<file path="src/rtl/cal_div_unit.sv">
// Sequential unsigned restoring divider, one quotient bit per clock.
// IDLE/EXEC/DONE control matching the shift-add multiplier next to it.
module cal_div_unit #(
  parameter int WIDTH = 64,
  parameter int CNT_W = 7
) (
  input  logic             clk,
  input  logic             reset_n,
  input  logic             op_start,
  input  logic             op_clear,
  input  logic [WIDTH-1:0] dividend,
  input  logic [WIDTH-1:0] divisor,
  output logic [WIDTH-1:0] quotient,
  output logic [WIDTH-1:0] remainder,
  output logic             op_done,
  output logic             div_by_zero,
  output logic [1:0]       state
);

  typedef enum logic [1:0] {
    IDLE = 2'b00,
    EXEC = 2'b01,
    DONE = 2'b10
  } state_t;

  state_t           st;
  logic [CNT_W-1:0] count;
  logic [WIDTH-1:0] divisor_q;

  // The shifted partial remainder carries one extra bit so divisors above
  // 2^(WIDTH-1) still produce a correct result.
  logic [WIDTH:0]   r_ext;
  logic [WIDTH-1:0] diff;
  logic             trial_ok;

  assign r_ext    = {remainder, quotient[WIDTH-1]};
  assign trial_ok = (r_ext >= {1'b0, divisor_q});
  assign diff     = r_ext[WIDTH-1:0] - divisor_q;
  assign state    = st;

  always_ff @(posedge clk or negedge reset_n) begin
    if (!reset_n) begin
      st          <= IDLE;
      count       <= '0;
      divisor_q   <= '0;
      quotient    <= '0;
      remainder   <= '0;
      op_done     <= 1'b0;
      div_by_zero <= 1'b0;
    end else begin
      case (st)
        IDLE: begin
          if (!op_clear && op_start) begin
            divisor_q <= divisor;
            count     <= '0;
            if (divisor == '0) begin
              st          <= DONE;
              quotient    <= '1;
              remainder   <= dividend;
              op_done     <= 1'b1;
              div_by_zero <= 1'b1;
            end else begin
              st          <= EXEC;
              quotient    <= dividend;
              remainder   <= '0;
              div_by_zero <= 1'b0;
            end
          end
        end
        EXEC: begin
          if (op_clear) begin
            st    <= IDLE;
            count <= '0;
          end else begin
            quotient  <= {quotient[WIDTH-2:0], trial_ok};
            remainder <= trial_ok ? diff : r_ext[WIDTH-1:0];
            count     <= count + 1'b1;
            if (count == CNT_W'(WIDTH - 1)) begin
              st      <= DONE;
              op_done <= 1'b1;
            end
          end
        end
        DONE: begin
          if (op_clear) begin
            st          <= IDLE;
            op_done     <= 1'b0;
            div_by_zero <= 1'b0;
          end
        end
        default: begin
          st    <= IDLE;
          count <= '0;
        end
      endcase
    end
  end

endmodule

</file>
<file path="config.mk">
export PLATFORM = sky130hd
export DESIGN_NAME = cal_div_unit
export DESIGN_NICKNAME = d
export VERILOG_FILES = /design/src/rtl/cal_div_unit.sv
export SDC_FILE = /design/constraint.sdc
export NUM_CORES = 1
export LEC_CHECK = 0
export BUFFER_PORTS_ARGS = -buffer_cell sky130_fd_sc_hd__buf_2
export CORE_MARGIN = 8
export CORE_UTILIZATION = 50
export DETAILED_ROUTE_END_ITERATION = 10
export GPL_TIMING_DRIVEN = 0
export PLACE_DENSITY = 0.8
export SETUP_SLACK_MARGIN = 0.05
export SLEW_MARGIN = 10
export SYNTH_ARGS = -nofsm -noshare
export SYNTH_HDL_FRONTEND = slang
export SYNTH_SLANG_ARGS = --single-unit
</file>
<file path="constraint.sdc">
create_clock -name clk -period 3.4 [get_ports clk]
set_input_delay 0.17 -clock clk [delete_from_list [all_inputs] [get_ports clk]]
set_output_delay 0.17 -clock clk [all_outputs]
set_load 0.03 [all_outputs]
</file>
==> flow_summary.ini, run 1 <==
[sta]
finClkSkew_ns = 0.04222
minimum_clock_period_ns = 3.377
timing_worst_slew_pin_value_ns = 0.9058
finalHoldViolCount = 0
timing.hold.ws_ns = 0.008600
rsz0062_at_grt = true
setup_tns_ns = 0
timing.slew.headroom_pct = 39.06
period_share_pct = 99.34
max_slew_violation_total_from_the_final_report = 0
fmax_mhz = 296.1
postLayoutSetupSlackWorst_ns = 0.02261
setup-violations-final = 0

[cts]
cts_tree = built
tritoncts.num_buffers = 24
cts.sink_count = 203
cts-htree-levels = 1
max_clock_buf_depth = 3
cts.root.buffer_cell = clkbuf_16
clkLatencyLatePin_ns = 0.57
clk_transition_reported_paths_ns = 0.07

[global_routing]
global_routing_usage_summed_across_all_routing_layers_pct = 34.40
largest_net_degree_at_the_start_of_global_routing = 96
grt_pass1_wl_um = 90120
vias_in_the_first_global_route = 16025
grt_overflow_total = 0
number_of_antenna_violations_at_the_first_check_in_global_routing = 2

[power]
p_leak_nw = 8.239
ir_worst_vdd_uv = 668.0
powerDensity_nw_per_um2 = 1144

[cells_and_area]
final_net_count = 2375
flow.area_growth_from_synthesis_pct = 31.76
final_common_cell = buf_2
drive_gt1_share_pct = 19.93
mostFrequentLayoutCells = buf_2, nand2_1, dfrtp_1
final.fill_count = 2272

[status]
status = complete, no violations

[critical_path]
worst-endpoint-required_ns = 3.90
critPathCaptureType = flip-flop
slowest_stage = dfrtp_1
critical-path-max-stage-delay_ns = 0.41
cp-endpoint = remainder[56]
rr_endpoint = remainder[56]
r2r-start = quotient[63]
critical_path.max_fanout = 3
critical_path.cell_chain = inv_2 -> ha_4 -> inv_2 -> fa_2 -> a21o_1 -> a311o_1 -> a22o_4 -> o21bai_4 -> buf_6 -> a31o_4 -> o21ai_4 -> mux2_4 -> a2111oi_4 -> a31oi_1 -> a31oi_1
r2r_setup_slack_ns = 0.02
cp_data_arrival_time_ns = 3.88
rr_worst_depth = 15
crit_start = quotient[63]
startpoint_type = flip-flop
timing_worst_setup_path_type = reg -> reg

[logic_synthesis]
syn_area_per_cell_um2 = 7.836
synth_edf_count = 0
synth.ff_latch_count = 203
netlist_instances = 1766
synth_fp_nets = 1964
synthArstFlopShare_pct = 100.0
yosysWarnings = 0
synth_seq_area_share_pct = 36.71
ys_types = 84
synth_area_um2 = 13840
ys.flop_type = dfrtp_1

[placement]
placement.io_buffers = 262
globalplace.congestion = 0.9858
placement.setup.worst_slack_ns = -0.2909
post-dp-hpwl_um = 43870

[route]
ant_nets = 0
route.detailed.vias_per_inst = 6.347
dr.first_iter.drc_count = 1839
wirelength_um = 59660
drc = 0
wire_per_inst_um = 23.19
routed-via-count = 16332
drt_first_pass_iters = 7

[min_path]
hold_path.class = in -> reg

[die]
initial_standard_cell_utilization_of_the_core_pct = 50.22
fp.dieW_um = 182.4
coreArea_um2 = 27550
die_y_um = 182.4
top_level_ports = 264
core.rowCount = 61
die_area_um2 = 33260

[run]
cap_viol_max_count = 0
## metrics by stage
step	cell area, um2	utilization, %	instances	total power [mW]
after floorplan	13840	-	1766	12.77
after global placement	15620	56.70	2406	16.41
after detailed placement	15690	56.94	2408	16.60
after CTS	17800	64.60	2569	19.68
after global routing	18230	66.18	2573	21.94
final	18230	66.18	2573	20.87
## cells by family (layout without fill, tap and decap cells)
family          count (synthesis)  after routing  synth area share [%]
simple gates                  656            656                 21.25
xor+xnor                       49             49                 3.101
other cells                     0              2                     0
mux                            14             14                 1.076
fa+ha+maj                      66             66                 6.022
compound gates                566            566                 25.78
flops                         203            203                 36.71
buf+inv                       212            639                 6.067
## sequential cells by signal, summed over array words and instances, names as in the netlist
register / cells
div_by_zero: 1
op_done: 1
count: 7
quotient: 64
state: 2
divisor_q: 64
remainder: 64
## power by group
part / total [mW] / internal (mW) / switching (mW)
Combinational: 13.7 / 4.73 / 8.92
Sequential: 4.44 / 3.36 / 1.09
Clock: 2.77 / 1.64 / 1.13
Total: 20.9 / 9.73 / 11.1
## worst max-delay path: cells and delay by family, from the launching register on
family                     cells  cell delay [ns]
AOI/OAI and AO/OA              9             1.82
adders and majority gates      2             0.49
buffers and inverters          3             0.26
DFF                            1             0.41
muxes                          1             0.33
## worst min path at each step
stage / endpoint / start / cells past startpoint
6_report: quotient[43] / dividend[43] / 3
5_1_grt: quotient[60] / dividend[60] / 3
4_1_cts: remainder[30] / dividend[30] / 3
3_5_place_dp: quotient[55] / reset_n / 1
3_3_place_gp: divisor_q[37] / divisor[37] / 3
2_1_floorplan: count[0] / reset_n / 0
## what timing repair did
item,in CTS,in global routing
pin swaps,7,24
gates resized for setup,18,94
hold buffers,118,0
endpoints found under the setup margin,60,123
setup buffers,4,18
hold endpoints to repair,327,0
gates cloned,0,1
## Yosys cell counts (4+ instances only)
cell type	count	share of area, %
a211oi_1	20	1.1
a21boi_0	4	0.22
a21o_1	32	1.7
a21oi_1	161	5.8
a21oi_2	5	0.32
a221oi_1	4	0.25
a31oi_1	51	2.3
and2_1	7	0.32
and3_1	11	0.50
buf_1	6	0.16
buf_2	16	0.58
clkbuf_1	105	2.8
dfrtp_1	203	37
ha_1	65	5.9
inv_1	80	2.2
mux2i_1	10	0.72
nand2_1	224	6.1
nand2b_1	10	0.45
nand3_1	17	0.61
nand4_1	32	1.4
nor2_1	191	5.2
nor2b_1	5	0.23
nor3_1	118	4.3
nor4_1	23	1.0
o211ai_1	4	0.22
o21a_1	8	0.43
o21ai_0	138	5.0
o21ai_1	5	0.18
o21bai_1	12	0.65
o31ai_1	69	3.7
or3_1	6	0.27
xnor2_1	29	1.8
xor2_1	20	1.3
## routing by layer
metal / up-vias / global-route usage [%] / share of wire [%]
met4: 0 / 21.91 / 7.4
met3: 291 / 7.497 / 10
met2: 1111 / 55.08 / 45
li1: 7167 / - / -
met5: - / 0 / 0
met1: 7763 / 41.68 / 37
## layout make-up
cell class	instances	area (um2)	area share (%)
clock buffer	34	688.2	3.774
buffer	112	515.5	2.827
multi-input combinational	1351	8294	45.49
tap	378	473.0	2.594
inverter	80	300.3	1.647
clock inverter	8	142.6	0.7823
timing repair buffer	405	2734	14.99
sequential	203	5081	27.87
antenna	2	5.005	0.02745
No activity file was read; power rests on OpenSTA's default activity.
==> inputs of run 2 (changes only) <==
--- a/config.mk
+++ b/config.mk
@@ -11,5 +11,5 @@
 export DETAILED_ROUTE_END_ITERATION = 10
 export GPL_TIMING_DRIVEN = 0
-export PLACE_DENSITY = 0.8
+export PLACE_DENSITY = 0.83
 export SETUP_SLACK_MARGIN = 0.05
 export SLEW_MARGIN = 10
==> constraint.sdc (replaced) <==
create_clock -name clk -period 2.9 [get_ports clk]
set_input_delay 0.29 -clock clk [delete_from_list [all_inputs] [get_ports clk]]
set_output_delay 0.29 -clock clk [all_outputs]
set_load 0.03 [all_outputs]
==> run 2 against run 1 <==
Net effect:
- the run now ends with setup timing left
- critical path type unchanged
- worst hold slack got worse by 0.0028 ns
- clock skew shrank 0.027 ns
- global-route usage increased by 1.0 points
- via count grew 2.4%
- sequential cell count unchanged
- critical path depth decreased by 1
- count of clock-buffer cells in the layout is 2 lower
==> flow_summary.ini, run 2 (synthesis results as in run 1) <==
[global_routing]
global_routing_usage_summed_across_all_routing_layers_pct = 35.40
grt_pass1_wl_um = 92430
number_of_antenna_violations_at_the_first_check_in_global_routing = 3
largest_net_degree_at_the_start_of_global_routing = 111
vias_in_the_first_global_route = 16198
grt_overflow_total = 0

[cts]
max_clock_buf_depth = 3
clkLatencyLatePin_ns = 0.54
tritoncts.num_buffers = 25
cts.sink_count = 203
cts-htree-levels = 1
clk_transition_reported_paths_ns = 0.06
cts.root.buffer_cell = clkbuf_16
cts_tree = built

[die]
die_y_um = 182.4
core.rowCount = 61
top_level_ports = 264
coreArea_um2 = 27550
die_area_um2 = 33260
fp.dieW_um = 182.4
initial_standard_cell_utilization_of_the_core_pct = 50.22

[run]
cap_viol_max_count = 0

[sta]
postLayoutSetupSlackWorst_ns = -0.4702
timing_worst_slew_pin_value_ns = 1.292
finClkSkew_ns = 0.01476
rsz0062_at_grt = true
max_slew_violation_total_from_the_final_report = 0
setup-violations-final = 65
period_share_pct = 116.2
minimum_clock_period_ns = 3.370
fmax_mhz = 296.7
setup_tns_ns = -21.31
finalHoldViolCount = 0
timing.slew.headroom_pct = 13.85

[critical_path]
critPathCaptureType = flip-flop
startpoint_type = flip-flop
timing.critical_path.buf_inv = 2
cpLargestDelayFamily = compound AO/OA/AOI/OAI gates
timing_worst_setup_path_type = reg -> reg
slowest_stage = or4_1
critical_path.max_fanout = 4
cp_data_arrival_time_ns = 3.74
critical_path.cell_chain = inv_2 -> ha_4 -> inv_2 -> fa_2 -> a21o_1 -> a311o_1 -> a22o_4 -> o21bai_4 -> a21oi_4 -> o211ai_4 -> a21boi_2 -> or4_1 -> nand4_1 -> a31oi_1
worst-endpoint-required_ns = 3.27
timing.critical_path.mode_cell = inv_2
critical-path-max-stage-delay_ns = 0.42

[cells_and_area]
drive_gt1_share_pct = 31.61
mostFrequentLayoutCells = buf_2, nand2_1, dfrtp_1
largestRegisters = divisor_q x64, quotient x64, remainder x64
final_area_um2 = 19450
flow.area_growth_from_synthesis_pct = 40.55
final_net_count = 2354
final_common_cell = buf_2

[placement]
post-dp-hpwl_um = 43700
placement.setup.worst_slack_ns = -0.8014
placement.io_buffers = 262
post_dp_cell_area_um2 = 15780
globalplace.congestion = 0.9711

[power]
powerDensity_nw_per_um2 = 1486
ir_worst_vdd_uv = 1122
p_leak_nw = 8.475
finalPower_mw = 28.91

[route]
drt_first_pass_iters = 6
drc = 0
route.detailed.vias_per_inst = 6.558
wire_per_inst_um = 25.03
wirelength_um = 63790
ant_nets = 0
dr.first_iter.drc_count = 2355
routed-via-count = 16717

[min_path]
hold_path.class = in -> reg

[status]
status = finished with violations
failed_checks = setup timing
-- run 2: area by class of cell --
cell class              instances  area, um2
fillers                      2071       8103
well taps                     378      473.0
multi-input cells            1351       9523
clock buffers                  32      711.9
repair buffers                384       2587
inverters                      80      300.3
flip-flops and latches        203       5107
clock inverters                 9      81.33
diodes                          1      2.502
plain buffers                 111      663.1
-- run 2: per-stage QoR --
stage	utilization [%]	cells	hold slack, ns
3_5_place_dp	57.26	2407	0.3692
6_report	70.59	2549	0.005775
2_1_floorplan	-	1766	-0.005591
3_3_place_gp	57.13	2406	0.4690
4_1_cts	67.96	2532	0.0004628
5_1_grt	70.59	2549	0.02455
-- run 2: worst reg2reg max path: cells and delay by family (launching register included) --
family	cells	cell delay [ns]
and+or+nand+nor	2	0.57
buffers and inverters	2	0.12
DFF	1	0.41
AOI/OAI and AO/OA	8	1.59
adders and majority gates	2	0.52
-- run 2: power breakdown --
| group | switching (mW) | leakage (nW) | internal [mW] | total, mW |
|---|---|---|---|---|
| clock | 1.33 | 0.387 | 1.80 | 3.14 |
| combinational | 12.5 | 5.62 | 7.95 | 20.4 |
| sequential | 1.39 | 2.47 | 3.96 | 5.35 |
-- run 2: final timing paths --
check                             start             to  slack [ns]  cells after the start
max in group asynchronous       reset_n  remainder[15]        1.48                      3
hold reg to reg            quotient[10]   quotient[10]        0.50                      2
setup / recovery           quotient[63]  remainder[46]       -0.47                     14
hold / removal              divisor[23]  divisor_q[23]       0.006                      3
setup reg to reg           quotient[63]  remainder[46]       -0.47                     14
min in group asynchronous       reset_n   quotient[53]        0.35                      2
-- run 2: per-layer routing --
layer / global-route usage (%) / vias up / wire length [um]
met3: 8.769 / 375 / 7795
li1: - / 7117 / -
met5: 0 / - / 24
met1: 43.08 / 7882 / 22740
met2: 55.31 / 1339 / 28000
met4: 23.29 / 4 / 5236
-- run 2: repair_timing --
item / in CTS / in global routing
gates cloned: 4 / 3
hold buffers: 47 / 0
setup buffers: 52 / 18
hold endpoints to repair: 139 / 0
pin swaps: 113 / 80
gates resized for setup: 285 / 139
setup endpoints to repair: 140 / 148
